File: config.mk
export PLATFORM = sky130hd
export DESIGN_NAME = cam_frame_status_flat
export DESIGN_NICKNAME = d
export VERILOG_FILES = /design/src/rtl/cam_frame_status_pkg.sv /design/src/rtl/cam_frame_status_if.sv /design/src/rtl/cam_edge_det.sv /design/src/rtl/cam_frame_status.sv /design/src/flat_wrapper.sv
export SDC_FILE = /design/constraint.sdc
export NUM_CORES = 1
export LEC_CHECK = 0
export CAP_MARGIN = 25
export CORE_AREA = 4 4 92 94
export DETAILED_ROUTE_END_ITERATION = 12
export DIE_AREA = 0 0 96 98
export PLACE_DENSITY_LB_ADDON = 0.12
export SYNTH_ARGS = -nofsm -noshare
export SYNTH_HDL_FRONTEND = slang
export SYNTH_SLANG_ARGS = --single-unit
export TNS_END_PERCENT = 50
File: constraint.sdc
create_clock -name clk -period 2.1 [get_ports clk]
set_input_delay 0.315 -clock clk [delete_from_list [all_inputs] [get_ports clk]]
set_output_delay 0.315 -clock clk [all_outputs]
set_load 0.005 [all_outputs]
File: src/rtl/cam_frame_status_pkg.sv
// Shared definitions for the camera frame status block: FSM states and the
// bit layout of the status word that software decodes from the PIO.
package cam_frame_status_pkg;

  typedef enum logic [1:0] {
    IDLE    = 2'd0,
    WAIT_VS = 2'd1,
    VSYNC   = 2'd2,
    ACTIVE  = 2'd3
  } state_t;

  localparam int BUSY_BIT  = 0;
  localparam int OK_BIT    = 1;
  localparam int STATE_LSB = 2;
  localparam int LINES_LSB = 4;
  localparam int LEN_LSB   = 16;
  localparam int FCNT_LSB  = 28;

  localparam int STATE_W = 2;
  localparam int FIELD_W = 12;
  localparam int FCNT_W  = 4;

  function automatic logic [31:0] pack_status(
    input logic               busy,
    input logic               ok,
    input state_t             st,
    input logic [FIELD_W-1:0] lines,
    input logic [FIELD_W-1:0] len,
    input logic [FCNT_W-1:0]  fcnt
  );
    logic [31:0] w;
    w                         = '0;
    w[BUSY_BIT]               = busy;
    w[OK_BIT]                 = ok;
    w[STATE_LSB +: STATE_W]   = st;
    w[LINES_LSB +: FIELD_W]   = lines;
    w[LEN_LSB +: FIELD_W]     = len;
    w[FCNT_LSB +: FCNT_W]     = fcnt;
    return w;
  endfunction

endpackage

File: src/rtl/cam_frame_status_if.sv
// Camera timing strobes as seen by the frame status block.
interface cam_frame_status_if;

  logic vsync;
  logic href;
  logic pix_valid;

  modport master (output vsync, href, pix_valid);
  modport slave  (input  vsync, href, pix_valid);

endinterface

File: src/rtl/cam_edge_det.sv
// Rise/fall detector: compares each input bit against its one-cycle-old copy.
module cam_edge_det #(
  parameter int W = 1
) (
  input  logic         clk,
  input  logic         reset,
  input  logic [W-1:0] sig,
  output logic [W-1:0] rise,
  output logic [W-1:0] fall
);

  logic [W-1:0] sig_d;

  always_ff @(posedge clk) begin
    if (reset) sig_d <= '0;
    else       sig_d <= sig;
  end

  assign rise = sig & ~sig_d;
  assign fall = ~sig & sig_d;

endmodule

File: src/rtl/cam_frame_status.sv
// Measures camera frame geometry and packs it into a registered status word
// whose busy/ok bits signal events to an edge-capturing PIO as falling edges.
module cam_frame_status
  import cam_frame_status_pkg::*;
#(
  parameter int EXP_LINES  = 480,
  parameter int EXP_PIXELS = 640,
  parameter int CNT_W      = 12
) (
  input  logic                     clk,
  input  logic                     reset,
  input  logic                     arm,
  cam_frame_status_if.slave        cam,
  output logic [31:0]              status_word,
  output logic                     frame_done
);

  localparam logic [CNT_W-1:0] CNT_MAX = '1;
  localparam logic [CNT_W-1:0] EXP_L   = CNT_W'(EXP_LINES);
  localparam logic [CNT_W-1:0] EXP_P   = CNT_W'(EXP_PIXELS);

  logic vs_rise, vs_fall, hr_rise, hr_fall;
  logic pix_beat;

  state_t               state, state_nxt;
  logic                 busy, busy_nxt;
  logic                 ok, ok_nxt;
  logic [CNT_W-1:0]     line_cnt, line_cnt_nxt;
  logic [CNT_W-1:0]     pix_cnt, pix_cnt_nxt;
  logic [CNT_W-1:0]     last_len, last_len_nxt;
  logic [FIELD_W-1:0]   lines_fld, lines_fld_nxt;
  logic [FIELD_W-1:0]   len_fld, len_fld_nxt;
  logic [FCNT_W-1:0]    frame_cnt, frame_cnt_nxt;
  logic                 frame_done_nxt;

  cam_edge_det #(.W(1)) u_vs_edge (
    .clk   (clk),
    .reset (reset),
    .sig   (cam.vsync),
    .rise  (vs_rise),
    .fall  (vs_fall)
  );

  cam_edge_det #(.W(1)) u_hr_edge (
    .clk   (clk),
    .reset (reset),
    .sig   (cam.href),
    .rise  (hr_rise),
    .fall  (hr_fall)
  );

  assign pix_beat = cam.pix_valid & cam.href;

  always_ff @(posedge clk) begin
    if (reset) begin
      state       <= IDLE;
      busy        <= 1'b0;
      ok          <= 1'b1;
      line_cnt    <= '0;
      pix_cnt     <= '0;
      last_len    <= '0;
      lines_fld   <= '0;
      len_fld     <= '0;
      frame_cnt   <= '0;
      frame_done  <= 1'b0;
      status_word <= pack_status(1'b0, 1'b1, IDLE, '0, '0, '0);
    end else begin
      state       <= state_nxt;
      busy        <= busy_nxt;
      ok          <= ok_nxt;
      line_cnt    <= line_cnt_nxt;
      pix_cnt     <= pix_cnt_nxt;
      last_len    <= last_len_nxt;
      lines_fld   <= lines_fld_nxt;
      len_fld     <= len_fld_nxt;
      frame_cnt   <= frame_cnt_nxt;
      frame_done  <= frame_done_nxt;
      status_word <= pack_status(busy_nxt, ok_nxt, state_nxt, lines_fld_nxt,
                                 len_fld_nxt, frame_cnt_nxt);
    end
  end

  // Counters saturate so an overlong frame or line always reads as a mismatch.
  always_comb begin
    state_nxt      = state;
    busy_nxt       = busy;
    ok_nxt         = ok;
    line_cnt_nxt   = line_cnt;
    pix_cnt_nxt    = pix_cnt;
    last_len_nxt   = last_len;
    lines_fld_nxt  = lines_fld;
    len_fld_nxt    = len_fld;
    frame_cnt_nxt  = frame_cnt;
    frame_done_nxt = 1'b0;

    case (state)
      IDLE: begin
        if (arm) begin
          state_nxt = WAIT_VS;
          ok_nxt    = 1'b1;
        end
      end

      WAIT_VS: begin
        if (!arm)         state_nxt = IDLE;
        else if (vs_rise) state_nxt = VSYNC;
      end

      VSYNC: begin
        if (vs_fall) begin
          state_nxt    = ACTIVE;
          busy_nxt     = 1'b1;
          line_cnt_nxt = '0;
          pix_cnt_nxt  = '0;
          last_len_nxt = '0;
        end
      end

      ACTIVE: begin
        if (pix_beat && pix_cnt != CNT_MAX) pix_cnt_nxt = pix_cnt + CNT_W'(1);

        // A new vsync commits the frame and masks any href edge on that cycle.
        if (vs_rise) begin
          busy_nxt       = 1'b0;
          frame_done_nxt = 1'b1;
          frame_cnt_nxt  = frame_cnt + FCNT_W'(1);
          lines_fld_nxt  = FIELD_W'(line_cnt);
          len_fld_nxt    = FIELD_W'(last_len);
          if (line_cnt != EXP_L) ok_nxt = 1'b0;
          state_nxt      = arm ? VSYNC : IDLE;
        end else begin
          if (hr_rise) begin
            if (line_cnt != CNT_MAX) line_cnt_nxt = line_cnt + CNT_W'(1);
            pix_cnt_nxt = pix_beat ? CNT_W'(1) : '0;
          end
          if (hr_fall) begin
            last_len_nxt = pix_cnt_nxt;
            if (pix_cnt_nxt != EXP_P) ok_nxt = 1'b0;
          end
        end
      end

      default: state_nxt = IDLE;
    endcase
  end

endmodule

File: src/flat_wrapper.sv
// flat-port wrapper written by rule: the top's interface ports become plain ports
module cam_frame_status_flat import cam_frame_status_pkg::*;
#(
  parameter int EXP_LINES  = 480,
  parameter int EXP_PIXELS = 640,
  parameter int CNT_W      = 12
)
  (clk, reset, arm, status_word, frame_done, cam_vsync, cam_href, cam_pix_valid);
  cam_frame_status_if cam_i ();
  input  logic clk;
  input  logic reset;
  input  logic arm;
  output logic [31:0] status_word;
  output logic frame_done;
  input wire logic [$bits(cam_i.vsync)-1:0] cam_vsync;
  input wire logic [$bits(cam_i.href)-1:0] cam_href;
  input wire logic [$bits(cam_i.pix_valid)-1:0] cam_pix_valid;
  assign cam_i.vsync = cam_vsync;
  assign cam_i.href = cam_href;
  assign cam_i.pix_valid = cam_pix_valid;
  cam_frame_status #(.EXP_LINES(EXP_LINES), .EXP_PIXELS(EXP_PIXELS), .CNT_W(CNT_W)) u_core (.clk(clk), .reset(reset), .arm(arm), .cam(cam_i), .status_word(status_word), .frame_done(frame_done));
endmodule
Word-level counts from Yosys, hierarchy flattened. Index checks and enable logic that the tools add are counted.

Bitwise operators: 10. Equality and inequality tests: 12. Reductions and logical operators: 7. Mux-type cells: 38. Add/subtract/negate cells: 3.

Operators with widths (count): $mux W12 (15); $pmux W12 S2 (3); $add A12 B1 Y12 const B (2); $ne A12 B12 Y1 const B (2); $mux W2 (6); $ne A12 B10 Y1 const B (1); $ne A12 B9 Y1 const B (1); $mux W1 (9); $mux W4 (2); $pmux W2 S4 (1); $ne A2 B1 Y1 const B (3); $and A1 B1 Y1 (5); $not A1 Y1 (5); $reduce_and A5 Y1 (1); $add A4 B1 Y4 const B (1); $eq A2 B2 Y1 const B (2); $ne A2 B2 Y1 const B (2); $pmux W1 S2 (2); $reduce_and A4 Y1 (1); $eq A2 B1 Y1 const B (1); $logic_not A2 Y1 (1); $reduce_and A2 Y1 (1); $reduce_bool A2 Y1 (1); $reduce_or A2 Y1 (1); $logic_and A1 B1 Y1 (1).

Output and inout port bits: 33. Logic and storage cells: 83. Bits in registers: 103. Input bits: 6.

Logic depth before layout (Yosys ltp).
Depth in word-level cells: 11. Gate-level depth with buffers: 10. Mapped depth without buffers: 8.

Hierarchy. A second synthesis with hierarchy kept.

Cells, all modules: 410. Area, all modules: 3397.0 um^2.

Modules (own cells, without submodules): cam_frame_status (sequential area each 1381.3 um^2, cells an instance 402, area each 3319.4 um^2, times used 1); cam_edge_det (sequential area each 20.0 um^2, cells an instance 4, area each 38.8 um^2, times used 2).

Worst setup path before layout. OpenSTA, ideal clock, no wires.

Kind: register to register. Start: reg u_core.state[0]. End: reg u_core.line_cnt[4]. Cell stages (with the launch flop): 11. Arrival: 1.859 ns. Path buffers: 2. Path slack: 0.114 ns. Required time: 1.972 ns. Clock period less this slack: 1.986 ns. Library setup time: 0.128 ns. Path through: dfxtp_1 > inv_1 > ha_1 > buf_2 > nand3b_1 > a21boi_1 > buf_2 > a211oi_2 > nand4_1 > xor2_1 > nor2_1.

Word-level cells in the longest chain between the ends: 3. Elaborated cells between the ends (all ways): 9. Those cells by class: eq/ne: 6; mux: 1; reduce/logical: 2.

Ends and longest elaborated chain: from (decl) (line cam_frame_status.sv:25) `state_t state, state_nxt;`; from (signal assigned) (line cam_frame_status.sv:68) `state <= state_nxt;`; $eq A2 B2 Y1 (line cam_frame_status.sv:96) `case (state)`; $ne A2 B1 Y1 (no line), or another cell as far along; $reduce_and A5 Y1 (no line); to (signal assigned) (line cam_frame_status.sv:71) `line_cnt <= line_cnt_nxt;`; to (decl) (line cam_frame_status.sv:28) `logic [CNT_W-1:0] line_cnt, line_cnt_nxt;`.

Parallel ways exist; a longest one is shown, timed or not. A chain may end at the register's enable or synchronous reset.

Final worst setup path.
Start: reg u_core.state[0]. End: reg u_core.line_cnt[9].

The elaborated chain is that of the path after synthesis.

==> impl_metrics.tcl <==
set metrics [dict create \
    status "finished clean" \
    critPathLaunchType "flip-flop" \
    layout_common_cells "dfxtp_1, nand2_1, nor2_1" \
    hold_class "input port to flip-flop" \
    place_congestion 0.8968 \
    hold_path_depth 2 \
    ios 39 \
    grt_usage_pct 18.91 \
    hold_buffers 0 \
    port_buffers 38 \
    critPathLaunch "u_core.state[0]" \
    final_area_mm2 0.004330 \
    start_util_pct 44.45 \
    rsz0062_at_grt "no" \
    routedWlPerCell_um 14.33 \
    timing.slew.headroom_pct 63.80 \
    drt_first_pass_iters 4 \
    insertion_delay_ns 0.35 \
    num_rows 32 \
    max_stage_delay_ns 0.38 \
    cts_sinks 71 \
    worst_pin_slew_ns 0.5430 \
    worstPathRequired_ns 2.34 \
    via_per_inst 5.288 \
    cap_violations 0 \
    area_growth_pct 27.38 \
    grt_pass1_wl_mm 14.22 \
    async_reset_ff_share_pct 0 \
    finalNonFillerCells 591 \
    cts_root_buf "clkbuf_8" \
    die_y_um 98 \
    cp_max_fo 6 \
    crit_type "flip-flop to flip-flop" \
    wl_mm 8.468 \
    worst_path_most_repeated_cell "buf_4" \
    r2r_start "u_core.state[0]" \
    p_per_area_mw_per_mm2 692.2 \
    design.die.area_mm2 0.009408 \
    layout_commonest_cell "dfxtp_1" \
    synthesis.area_mm2 0.003400 \
    final-hold-violation-count 0 \
    dpl_cell_area_mm2 0.004093 \
    clk_pin_slew_ns 0.08 \
    synth_cell_types 56 \
    grt_pass1_vias 2991 \
    drt_iter0_drc 131 \
    slowest_stage "dfxtp_1" \
    core_mm2 0.007647 \
    cts_buffers 9 \
    vdd_drop_max_v 0.0004580 \
    vias 3125 \
    drv_slew 0 \
    fillers 741 \
    period_share_pct 93.34 \
    ys_seq_elements 71 \
    grt_overflow_total 0 \
    worstHoldStart "reset" \
    synth_nets 432 \
    cts_tree "done" \
    cts_buffer_depth 2 \
    grt_antenna_before_repair 0 \
    ys_seq_area_share_pct 41.81 \
    grt_max_degree 31 \
    yosysWarnings 0 \
    syn_inst 417 \
    fin_worst_skew_ns 0.007388 \
    drive_gt1_share_pct 16.36 \
    arrival_ns 2.20 \
    dp_cells 570 \
    h-tree-depth 3 \
    max_freq_mhz 510.2 \
    post-route-min-period_ns 1.960 \
    drc 0 \
    synth.avg_cell_area_um2 8.152 \
    ys.flop_type "dfxtp_1" \
    setup_viol 0 \
    cp-end-kind "flip-flop" \
    power.leakage_nw 1.548 \
    crit_chain "inv_2 > ha_2 > nand3b_1 > a21boi_1 > buf_4 > a2111oi_4 > buf_4 > nand3_1 > xor2_1 > nor2_1" \
    antenna_cells 0 \
    final_nets 499 \
    synth_edf_count 0 \
    postRouteAntennaNets 0 \
    dpl.hpwl_mm 6.085 \
    die_x_um 96 \
    worstRegToRegCells 10 \
]
==> cells in the mapped netlist, types with 2 or more instances <==
| library cell | count | share of area [%] |
|---|---|---|
| nor3_1 | 8 | 1.2 |
| clkbuf_1 | 14 | 1.5 |
| nor2_1 | 47 | 5.2 |
| nand2b_1 | 4 | 0.74 |
| ha_1 | 9 | 3.3 |
| buf_2 | 10 | 1.5 |
| and3_1 | 7 | 1.3 |
| inv_1 | 8 | 0.88 |
| nor2b_1 | 5 | 0.92 |
| a21oi_1 | 43 | 6.3 |
| nand4_1 | 7 | 1.3 |
| nor4_1 | 3 | 0.55 |
| o211ai_1 | 2 | 0.44 |
| o31ai_1 | 2 | 0.44 |
| buf_4 | 2 | 0.44 |
| o21ai_0 | 11 | 1.6 |
| mux2i_1 | 2 | 0.59 |
| nand3b_1 | 2 | 0.44 |
| nand2_1 | 70 | 7.7 |
| xor2_1 | 12 | 3.1 |
| o21ai_1 | 3 | 0.44 |
| mux2_1 | 2 | 0.66 |
| a211oi_2 | 2 | 0.74 |
| a31oi_1 | 4 | 0.74 |
| nand3_1 | 16 | 2.4 |
| xnor2_1 | 7 | 1.8 |
| a22oi_1 | 12 | 2.7 |
| a211oi_1 | 3 | 0.66 |
| dfxtp_1 | 71 | 42 |
| a311oi_1 | 3 | 0.77 |
==> layer usage <==
layer  vias to the layer above  GRT usage, %  wire length (um)  part of all wire [%]
met4                         0         5.361               137                   1.6
met3                        12         4.700               318                   3.8
met5                         -             0                 0                     0
met1                      1485         23.65              3764                    44
met2                        59         31.81              4247                    50
li1                       1569             -                 -                     -
==> cells by family (layout without fill, tap and decap cells) <==
kind of cell,Yosys count,after routing,share of synthesized area (%)
AND/OR/NAND/NOR,183,183,25.18
AO/OA/AOI/OAI,94,94,18.44
buffers and inverters,36,108,4.785
adder cells (fa/ha/maj),9,9,3.313
XOR/XNOR,19,19,4.895
multiplexers,5,5,1.583
flip-flops,71,71,41.81
==> power breakdown <==
part	switching (mW)	internal (mW)
clock network	0.560	0.548
logic	0.253	0.223
registers	0.0388	1.37
total	0.852	2.15
==> final timing paths <==
check             slack [ns]                 end
hold reg to reg         0.45   u_core.len_fld[4]
hold / removal          0.43   u_core.pix_cnt[3]
setup / recovery        0.14  u_core.line_cnt[9]
setup reg to reg        0.14  u_core.line_cnt[9]
==> per-stage QoR <==
| step | power [mW] | hold slack (ns) | worst slack [ns] | TNS, ns | util [%] |
|---|---|---|---|---|---|
| floorplan | 1.725 | 0.4321 | 0.1137 | 0 | - |
| finish | 2.998 | 0.4284 | 0.1399 | 0 | 56.63 |
| detailed placement | 1.911 | 0.4477 | -0.1124 | -0.8384 | 53.52 |
| CTS | 3.016 | 0.4230 | 0.04344 | 0 | 56.07 |
| global placement | 1.905 | 0.4433 | -0.07833 | -0.3208 | 53.52 |
| global route | 3.154 | 0.4483 | 0.03207 | 0 | 56.63 |
==> layout make-up <==
class,instances,area (um^2),share of cell area [%]
multi-input combinational,310,1823,42.10
sequential,71,1421,32.82
timing repair buffer,84,733.2,16.93
tap,102,127.6,2.947
clock buffer,9,123.9,2.860
clock inverter,7,71.32,1.647
inverter,8,30.03,0.6934
==> worst max-delay path: cells and delay by family (launching register included) <==
family / cells / cell delay, ns
AOI/OAI and AO/OA: 2 / 0.40
xor gates and xnor gates: 1 / 0.16
adders and majority gates: 1 / 0.21
buffers and inverters: 3 / 0.46
DFF: 1 / 0.38
and+or+nand+nor: 3 / 0.25
==> state kept, by name (all words and copies together) (netlist names) <==
name                    cells
u_core.status_word          9
u_core.len_fld             11
u_core.pix_cnt             12
u_core.last_len            12
u_core.u_vs_edge.sig_d      1
u_core.frame_done           1
u_core.line_cnt            12
u_core.u_hr_edge.sig_d      1
u_core.state                1
u_core.lines_fld           11
==> what timing repair did <==
action | in CTS | in global routing
endpoints found under the setup margin | 0 | 6
setup buffers | 0 | 5
resized for setup | 0 | 3
No activity file was read; power rests on OpenSTA's default activity.
